**config.mk**
```make
export PLATFORM = sky130hd
export DESIGN_NAME = gray_to_bin_pipe
export DESIGN_NICKNAME = d
export VERILOG_FILES = /design/src/rtl/gray_to_bin_pipe.sv
export SDC_FILE = /design/constraint.sdc
export NUM_CORES = 1
export LEC_CHECK = 0
export CAP_MARGIN = 20
export CORE_MARGIN = 10
export CORE_UTILIZATION = 34
export DETAILED_ROUTE_END_ITERATION = 8
export PLACE_DENSITY = 0.77
export SLEW_MARGIN = 20
export SYNTH_ARGS = -nofsm -noshare
export SYNTH_HDL_FRONTEND = slang
export SYNTH_SLANG_ARGS = --single-unit
```
**constraint.sdc**
```tcl
create_clock -name clk -period 1.4 [get_ports clk]
set_clock_uncertainty 0.1 [all_clocks]
set_input_delay 0.28 -clock clk [delete_from_list [all_inputs] [get_ports clk]]
set_output_delay 0.28 -clock clk [all_outputs]
set_load 0.02 [all_outputs]
```
**src/rtl/gray_to_bin_pipe.sv**
```systemverilog
// Two-stage valid/ready pipeline converting Gray-coded words back to binary.
// Define GRAY_STEP_CHECK_EN to build the Gray step checker; otherwise step_err and err_count read 0.
module gray_to_bin_pipe #(
  parameter int WIDTH = 4,
  parameter int CNT_W = 8
) (
  input  logic             clk,
  input  logic             rst,
  input  logic             in_valid,
  output logic             in_ready,
  input  logic [WIDTH-1:0] gray_in,
  output logic             out_valid,
  input  logic             out_ready,
  output logic [WIDTH-1:0] bin_out,
  output logic             step_err,
  output logic [CNT_W-1:0] err_count
);

  // Prefix XOR from the MSB down turns a Gray word into its binary value.
  function automatic logic [WIDTH-1:0] gray2bin(input logic [WIDTH-1:0] g);
    logic [WIDTH-1:0] b;
    b = {WIDTH{1'b0}};
    b[WIDTH-1] = g[WIDTH-1];
    for (int i = WIDTH - 2; i >= 0; i--) begin
      b[i] = b[i+1] ^ g[i];
    end
    return b;
  endfunction

  logic             s1_valid_q, s1_valid_d;
  logic [WIDTH-1:0] s1_gray_q, s1_gray_d;
  logic             s2_valid_q, s2_valid_d;
  logic [WIDTH-1:0] s2_bin_q, s2_bin_d;
  logic             s2_err_q, s2_err_d;
  logic             adv1, adv2, move12;
  logic             chk_err;

  // Advance rules: a stage may load when it is empty or its contents move on this cycle.
  always_comb begin
    adv2   = !s2_valid_q || out_ready;
    adv1   = !s1_valid_q || adv2;
    move12 = s1_valid_q && adv2;
  end

  // Next-state for both pipeline stages.
  always_comb begin
    s1_valid_d = s1_valid_q;
    s1_gray_d  = s1_gray_q;
    s2_valid_d = s2_valid_q;
    s2_bin_d   = s2_bin_q;
    s2_err_d   = s2_err_q;
    if (adv1) begin
      s1_valid_d = in_valid;
      if (in_valid) begin
        s1_gray_d = gray_in;
      end else begin
        s1_gray_d = s1_gray_q;
      end
    end else begin
      s1_valid_d = s1_valid_q;
    end
    if (adv2) begin
      s2_valid_d = s1_valid_q;
    end else begin
      s2_valid_d = s2_valid_q;
    end
    // Result registers only load on a real word so bin_out/step_err hold while idle or stalled.
    if (move12) begin
      s2_bin_d = gray2bin(s1_gray_q);
      s2_err_d = chk_err;
    end else begin
      s2_bin_d = s2_bin_q;
      s2_err_d = s2_err_q;
    end
  end

  // Pipeline registers.
  always_ff @(posedge clk) begin
    if (rst) begin
      s1_valid_q <= 1'b0;
      s1_gray_q  <= {WIDTH{1'b0}};
      s2_valid_q <= 1'b0;
      s2_bin_q   <= {WIDTH{1'b0}};
      s2_err_q   <= 1'b0;
    end else begin
      s1_valid_q <= s1_valid_d;
      s1_gray_q  <= s1_gray_d;
      s2_valid_q <= s2_valid_d;
      s2_bin_q   <= s2_bin_d;
      s2_err_q   <= s2_err_d;
    end
  end

`ifdef GRAY_STEP_CHECK_EN
  typedef enum logic [0:0] {
    NO_REF = 1'b0,
    TRACK  = 1'b1
  } chk_state_t;

  localparam logic [CNT_W-1:0] CNT_MAX = {CNT_W{1'b1}};

  // A legal step differs in exactly one bit: nonzero and a power of two.
  function automatic logic single_step(input logic [WIDTH-1:0] x);
    logic [WIDTH-1:0] xm1;
    xm1 = x - {{(WIDTH-1){1'b0}}, 1'b1};
    return (x != {WIDTH{1'b0}}) && ((x & xm1) == {WIDTH{1'b0}});
  endfunction

  chk_state_t       chk_state_q, chk_state_d;
  logic [WIDTH-1:0] ref_q, ref_d;
  logic [CNT_W-1:0] cnt_q, cnt_d;

  // Checker next-state; the reference tracks every word moving into stage 2.
  always_comb begin
    chk_state_d = chk_state_q;
    ref_d       = ref_q;
    chk_err     = 1'b0;
    case (chk_state_q)
      NO_REF: begin
        chk_err = 1'b0;
        if (move12) begin
          ref_d       = s1_gray_q;
          chk_state_d = TRACK;
        end else begin
          ref_d       = ref_q;
          chk_state_d = NO_REF;
        end
      end
      TRACK: begin
        chk_err = !single_step(s1_gray_q ^ ref_q);
        if (move12) begin
          ref_d = s1_gray_q;
        end else begin
          ref_d = ref_q;
        end
      end
      default: begin
        chk_state_d = NO_REF;
      end
    endcase
  end

  // Saturating error count, stepped on each delivered result flagged as a bad step.
  always_comb begin
    cnt_d = cnt_q;
    if (s2_valid_q && out_ready && s2_err_q && (cnt_q != CNT_MAX)) begin
      cnt_d = cnt_q + {{(CNT_W-1){1'b0}}, 1'b1};
    end else begin
      cnt_d = cnt_q;
    end
  end

  // Checker state, reference word and counter registers.
  always_ff @(posedge clk) begin
    if (rst) begin
      chk_state_q <= NO_REF;
      ref_q       <= {WIDTH{1'b0}};
      cnt_q       <= {CNT_W{1'b0}};
    end else begin
      chk_state_q <= chk_state_d;
      ref_q       <= ref_d;
      cnt_q       <= cnt_d;
    end
  end

  assign err_count = cnt_q;
`else
  assign chk_err   = 1'b0;
  assign err_count = {CNT_W{1'b0}};
`endif

  assign in_ready  = adv1;
  assign out_valid = s2_valid_q;
  assign bin_out   = s2_bin_q;
  assign step_err  = s2_err_q;

endmodule

```
==> reports/metrics.yaml, run 1 <==
outcome: "finished clean"
clockBufferDepth: 2
synth_cell_types: 14
finalSetupViolCount: 0
grt_setup_unrepaired: "true"
yosysWarningCount: 0
core_sq_mm: 0.001318
finalCriticalPeriod_ps: 1367
grt_start_max_net_pins: 11
whs_ps: 372.4
cts_max_level: 1
vdd_drop_max_mv: 0.4738
p_int_w: 0.0004758
synthCells: 55
path_clk_slew_ps: 60
grt_pass1_wl_microns: 1711
report.final.slew_viol_count: 0
clockPowerShare_pct: 29.5
cts_sinks: 10
hold_path.class: "register to register"
drt-total-wl_microns: 1116
root_buffer: "clkbuf_4"
finalHoldViolations: 0
worstPathArrival_ps: 990
num_antenna_cells: 0
drc_errors: 0
vias_per_cell: 4.538
ys_seq_elements: 10
switchingPower_w: 0.0001814
cts_buffers: 3
cp_max_fo: 4
seq_area_frac_synth_pct: 41.56
grt_overflow: 0
dieArea_sq_mm: 0.003322
io_pins: 23
cp-end-kind: "primary output"
die-height_microns: 57.64
insertion_delay_ps: 260
firstDrtPassIters: 3
start_kind: "register"
postRouteAntennaNets: 0
portBuffers: 13
grt_antenna_before_repair: 0
syn-mean-instance-area_sq_um: 8.758
initial_core_util_pct: 36.56
gp_congestion: 0.7003
area_growth_pct: 44.94
finalCritPeriodShare_pct: 97.68
pwr_density_cell_mw_per_mm2: 941.3
critical_path_class: "register to primary output"
layout.nets: 88
die_w_microns: 57.64
syn_area_sq_um: 481.7
fin_util_pct: 52.99
maxCapViolations: 0
wire_per_inst_microns: 12.00
max_freq_mhz: 731.3
layout-drive-gt1-share_pct: 29.49
p_comb_share_pct: 23.1
row_count: 13
swShare_pct: 27.60
grt_util_all_layers_pct: 6.447
pwr-share-seq_pct: 47.4
drt_iter0_drc: 1
hpwl_microns: 845.7
cellLeakagePower_nw: 0.3118
crit_required_ps: 1020
cts_tree: "yes"
dr_total_vias: 422
grt_pass1_vias: 391
==> cell usage after synthesis <==
| library cell | count | area (sq um) |
|---|---|---|
| xor3_2 | 1 | 25.02 |
| buf_4 | 9 | 67.56 |
| nand3_1 | 6 | 30.03 |
| inv_1 | 3 | 11.26 |
| a311oi_1 | 2 | 17.52 |
| xnor2_1 | 2 | 17.52 |
| conb_1 | 1 | 3.750 |
| clkbuf_1 | 2 | 7.510 |
| dfxtp_1 | 10 | 200.2 |
| a21oi_1 | 10 | 50.05 |
| nand2b_1 | 1 | 6.260 |
| nor2b_1 | 1 | 6.260 |
| and3b_1 | 1 | 8.760 |
| o21ai_0 | 6 | 30.03 |
==> area by class of cell <==
| type | count | area (sq um) |
|---|---|---|
| flip-flops and latches | 10 | 203.9 |
| clock buffers | 3 | 22.52 |
| repair buffers | 23 | 201.4 |
| multi-input cells | 39 | 240.2 |
| fillers | 122 | 619.3 |
| inverters | 3 | 11.26 |
| well taps | 15 | 18.77 |
==> what timing repair did <==
item | in CTS | in global routing
setup buffers | 0 | 4
resized for setup | 16 | 5
pin swaps | 0 | 3
hold buffers | 0 | 0
endpoints found under the setup margin | 6 | 2
==> cells in the final DEF, fill, tap and decap left out, types with 3 or more instances in the layout <==
master,count
clkdlybuf4s50_1,6
clkbuf_4,3
conb_1,9
buf_4,10
o21ai_0,6
dfxtp_1,7
dlygate4sd2_1,5
dfxtp_2,3
a21oi_1,10
nand3_1,6
==> sequential cells by signal, indices dropped and copies added (netlist names) <==
signal / flops
out_valid: 1
s1_gray_q: 4
s1_valid_q: 1
bin_out: 4
==> final timing paths <==
kind / from / end / slack [ps] / depth (start not counted)
max: s1_valid_q / in_ready / 30 / 3
min: bin_out[1] / bin_out[1] / 370 / 2
max reg2reg: s1_gray_q[2] / bin_out[0] / 70 / 3
min reg2reg: bin_out[1] / bin_out[1] / 370 / 2
==> power by group through the flow <==
stage	Combinational, W	Sequential (W)	Clock (W)
after global routing	0.000166	0.000313	0.000210
final	0.000152	0.000311	0.000194
after global placement	0.000135	0.000316	0
after floorplan	0.0000891	0.000327	0
after detailed placement	0.000137	0.000316	0
after CTS	0.000131	0.000310	0.000198
==> metrics by stage <==
step / setup TNS [ps] / total power (W) / setup WS [ps] / cell area, sq um / cells
after floorplan: 0 / 0.0004156 / 57.35 / 511.7 / 63
after global placement: -1852 / 0.0004515 / -661.3 / 630.6 / 86
after detailed placement: -1934 / 0.0004535 / -656.0 / 630.6 / 86
after CTS: 0 / 0.0006394 / 8.553 / 650.6 / 89
after global routing: -14.75 / 0.0006899 / -14.75 / 698.2 / 93
final: 0 / 0.0006572 / 32.53 / 698.2 / 93
==> worst max-delay path, stage by stage (launching register included) <==
cell and delay [ps]:
dfxtp_2 320, and3b_2 230, inv_2 70, buf_6 110
==> logic make-up (layout without fill, tap and decap cells) <==
kind of cell / Yosys count / count (layout) / share of synthesized area (%)
AOI/OAI and AO/OA: 18 / 18 / 20.26
xor gates and xnor gates: 3 / 3 / 8.831
buffers and inverters: 14 / 29 / 17.92
DFF: 10 / 10 / 41.56
other: 1 / 9 / 0.7785
and+or+nand+nor: 9 / 9 / 10.65
==> metal layers <==
metal | vias up | track usage [%] | share of wire, %
met4 | 0 | 5.034 | 1.3
li1 | 219 | - | -
met1 | 184 | 6.436 | 40
met2 | 17 | 9.816 | 50
met3 | 2 | 3.486 | 9.2
met5 | - | 0 | 0
(Power assumes the default switching activity.)
==> run 2: changes to the inputs <==
Settings changed: CORE_UTILIZATION 34 to 36, CTS_BUF_LIST set to sky130_fd_sc_hd__clkbuf_2 sky130_fd_sc_hd__clkbuf_4 sky130_fd_sc_hd__clkbuf_8, PLACE_DENSITY 0.77 to 0.81.
==> run 2 against run 1 <==
Sequential power barely moved; via count decreased by 4.7%; combinational power fell by 9.9%; utilization is 0.80 points lower; count of clock-buffer cells in the layout increased by 1; cell count decreased by 2.2%; die area shrank 3.6%; highest routed layer unchanged.
==> reports/metrics.yaml, run 2 (synthesis gave the netlist of run 1 again) <==
clockPowerShare_pct: 36.5
dr_total_vias: 402
num_antenna_cells: 0
die-height_microns: 56.58
grt_util_all_layers_pct: 6.691
mostFrequentLayoutCell: "a21oi_1"
postRouteAntennaNets: 0
root_buffer: "clkbuf_4"
grt_overflow: 0
grt_antenna_before_repair: 0
cts_max_level: 1
clockBufferDepth: 2
stdcell_count: 91
firstDrtPassIters: 1
finalSetupTns_ps: 0
grt_start_max_net_pins: 11
r2r_cells: 3
grt_pass1_vias: 410
cts_sinks: 10
portBuffers: 13
worstPathArrival_ps: 980
die_w_microns: 56.58
path_clk_slew_ps: 70
cp-end-kind: "primary output"
row_count: 13
hpwl_microns: 883.8
pwr_density_cell_mw_per_mm2: 1053
io_pins: 23
finalCriticalPeriod_ps: 1364
cp.depth: 4
drt-total-wl_microns: 1067
cts_buffers: 3
area_growth_pct: 39.22
finalSetupViolCount: 0
start_kind: "primary input"
switchingPower_w: 0.0001805
seqCellArea_sq_um: 203.9
cp_cell_sequence: "dlygate4sd2_1, and3b_1, inv_1, buf_4"
outcome: "finished clean"
fillCellCount: 134
p_comb_share_pct: 19.4
insertion_delay_ps: 260
cp_num_buf_inv: 3
gp_congestion: 0.6872
p_int_w: 0.0005254
max_freq_mhz: 733.0
cellLeakagePower_nw: 0.2989
finalCritPeriodShare_pct: 97.44
multi_input_area_sq_um: 225.2
drc_errors: 0
layout-drive-gt1-share_pct: 22.37
hold_path.class: "register to register"
critical_path_class: "primary input to primary output"
grt_pass1_wl_microns: 1704
dieArea_sq_mm: 0.003201
cpLargestDelayFamily: "buffers and inverters"
crit_required_ps: 1020
dp_cells: 86
drt_iter0_drc: 0
max_stage_delay_ps: 260
vias_per_cell: 4.418
report.final.slew_viol_count: 0
min_path_cells: 2
maxCapViolations: 0
cp_max_fo: 3
swShare_pct: 25.56
finalHoldViolations: 0
initial_core_util_pct: 37.49
cts_tree: "yes"
pwr-share-seq_pct: 44.1
core_sq_mm: 0.001285
vdd_drop_max_mv: 0.5777
layout_common_cells: "a21oi_1 (10), conb_1 (9), buf_4 (8)"
wire_per_inst_microns: 11.73
cp_slowest_cell: "dlygate4sd2_1"
postCtsHoldBufs: 0
layout.nets: 85
run 2: power by group through the flow:
| stage | registers (W) | logic (W) | clock network, W |
|---|---|---|---|
| 2_1_floorplan | 0.000327 | 0.0000891 | 0 |
| 3_3_place_gp | 0.000316 | 0.000134 | 0 |
| 4_1_cts | 0.000310 | 0.000130 | 0.000269 |
| 3_5_place_dp | 0.000317 | 0.000136 | 0 |
| 6_report | 0.000311 | 0.000137 | 0.000258 |
| 5_1_grt | 0.000313 | 0.000149 | 0.000284 |
run 2: worst paths after layout:
check,startpoint,endpoint,slack [ps]
min,bin_out[3],bin_out[3],380
max reg2reg,s1_gray_q[2],bin_out[0],50
max,out_ready,in_ready,40
min reg2reg,bin_out[3],bin_out[3],380
run 2: cell type report:
type	count	share of cell area [%]
Clock buffer	4	5.410
Inverter	3	1.679
Multi-Input combinational cell	39	33.58
Sequential cell	10	30.41
Tap cell	15	2.799
Timing Repair Buffer	20	26.12
run 2: per-layer routing:
metal	share of wire [%]	global-route usage (%)
met2	51	10.50
met3	8.1	3.596
met4	0.94	6.186
met1	40	6.023
met5	0	0
run 2: per-stage QoR:
stage                     setup slack [ps]  utilization (%)  hold WS, ps  total power [W]  instance area [sq um]
after CTS                            8.946            51.31        388.0        0.0007087                  659.4
after global placement              -616.9            49.08        364.5        0.0004500                  630.6
after detailed placement            -628.4            49.08        381.2        0.0004528                  630.6
after global routing                -4.379            52.19        423.5        0.0007459                  670.6
after floorplan                      57.35                -        327.7        0.0004156                  511.7
final                                35.77            52.19        377.9        0.0007059                  670.6
run 2: worst register-to-register path, cell delays in order, from the launching register on:
cell      delay (ps)
dfxtp_2          350
xor3_2           450
xnor2_1          130
a311oi_1         240
run 2: what timing repair did:
item	in CTS	in global routing
pin swaps	0	2
buffers inserted	0	1
endpoints found under the hold margin	0	0
setup endpoints to repair	6	2
gates resized for setup	13	3
==> run 3: changes to the inputs <==
Settings changed: MAX_ROUTING_LAYER set to met4, SLEW_MARGIN 20 to not set.
==> run 3 against run 2 <==
Utilization is the same; sequential share of layout area unchanged; cell count unchanged; combinational power about the same; critical endpoint unchanged; cell area unchanged; setup slack hardly changed; sequential power about the same.
==> reports/metrics.yaml, run 3 (synthesis gave the netlist of run 1 again) <==
outcome: "finished clean"
initial_core_util_pct: 37.49
dr_total_vias: 402
postCtsHoldBufs: 0
portBuffers: 13
drc_errors: 0
fillCellCount: 134
r2r_cells: 3
core_sq_mm: 0.001285
firstDrtPassIters: 1
clockBufferDepth: 2
grt_antenna_before_repair: 0
grt_pass1_wl_microns: 1711
fin_area_sq_um: 670.6
start_kind: "primary input"
gp_congestion: 0.6944
finalSetupViolCount: 0
max_freq_mhz: 733.0
num_antenna_cells: 0
drt-total-wl_microns: 1067
multi_input_area_sq_um: 225.2
pwr_density_cell_mw_per_mm2: 1053
row_count: 13
grt_util_all_layers_pct: 6.863
io_pins: 23
grt_overflow: 0
mostFrequentLayoutCell: "a21oi_1"
cp-end-kind: "primary output"
postRouteAntennaNets: 0
die-height_microns: 56.58
worstPathArrival_ps: 980
finalCriticalPeriod_ps: 1364
vias_per_cell: 4.418
wire_per_inst_microns: 11.73
finalCritPeriodShare_pct: 97.44
cts_max_level: 1
layout_common_cells: "a21oi_1 (10), conb_1 (9), buf_4 (8)"
placed_cell_area_sq_um: 630.6
hold_path.class: "register to register"
drt_iter0_drc: 0
whs_ps: 377.9
critical_path_class: "primary input to primary output"
cellLeakagePower_nw: 0.2989
insertion_delay_ps: 260
root_buffer: "clkbuf_4"
layout-drive-gt1-share_pct: 22.37
hpwl_microns: 883.8
vdd_drop_max_mv: 0.5777
cts_sinks: 10
grt_pass1_vias: 410
crit_required_ps: 1020
cts_buffers: 3
die_w_microns: 56.58
path_clk_slew_ps: 70
dieArea_sq_mm: 0.003201
grt_start_max_net_pins: 11
maxCapViolations: 0
seqCellArea_sq_um: 203.9
min_path_cells: 2
area_growth_pct: 39.22
layout.nets: 85
cp_max_fo: 3
cts_tree: "yes"
finalHoldViolations: 0
report.final.slew_viol_count: 0
## run 3: cell counts in the layout (fill, tap and decap cells not counted)
No cell type changed its count.
## run 3: worst max-delay path, stage by stage
cell and delay [ps]:
dlygate4sd2_1 260, and3b_1 240, inv_1 60, buf_4 150
## run 3: per-stage QoR
stage               util (%)  power (W)  worst slack (ps)  setup TNS [ps]  cells
floorplan                  -  0.0004156             57.35               0     63
global placement       49.08  0.0004500            -616.9           -1472     86
detailed placement     49.08  0.0004528            -628.4           -1793     86
CTS                    51.31  0.0007087             8.946               0     90
global route           52.19  0.0007459            -4.379          -4.720     91
finish                 52.19  0.0007059             35.77               0     91
## run 3: area by class of cell
cell class	count	share of cell area, %
clock buffer	4	5.410
inverter	3	1.679
multi-input combinational	39	33.58
sequential	10	30.41
tap	15	2.799
timing repair buffer	20	26.12
## run 3: per-layer routing
metal	track usage [%]	vias to the layer above	part of all wire (%)
met3	3.371	2	7.1
li1	-	215	-
met1	6.148	170	41
met2	10.50	15	51
met4	6.186	0	0.94
met5	-	-	0
## run 3: final timing paths
path	slack, ps	to	from
max reg2reg	50	bin_out[0]	s1_gray_q[2]
min reg2reg	380	bin_out[3]	bin_out[3]
max	40	in_ready	out_ready
min	380	bin_out[3]	bin_out[3]
## run 3: what timing repair did
item / 4_1_cts / 5_1_grt
pin swaps: 0 / 2
endpoints found under the setup margin: 6 / 2
gates resized for setup: 13 / 3
cloned: 0 / 0
hold endpoints to repair: 0 / 0
setup buffers: 0 / 1
## run 3: power by group
part	switching, W	internal [W]	total [W]
Clock	0.000100	0.000158	0.000258
Combinational	0.0000714	0.0000656	0.000137
Sequential	0.00000905	0.000302	0.000311
Total	0.000180	0.000525	0.000706
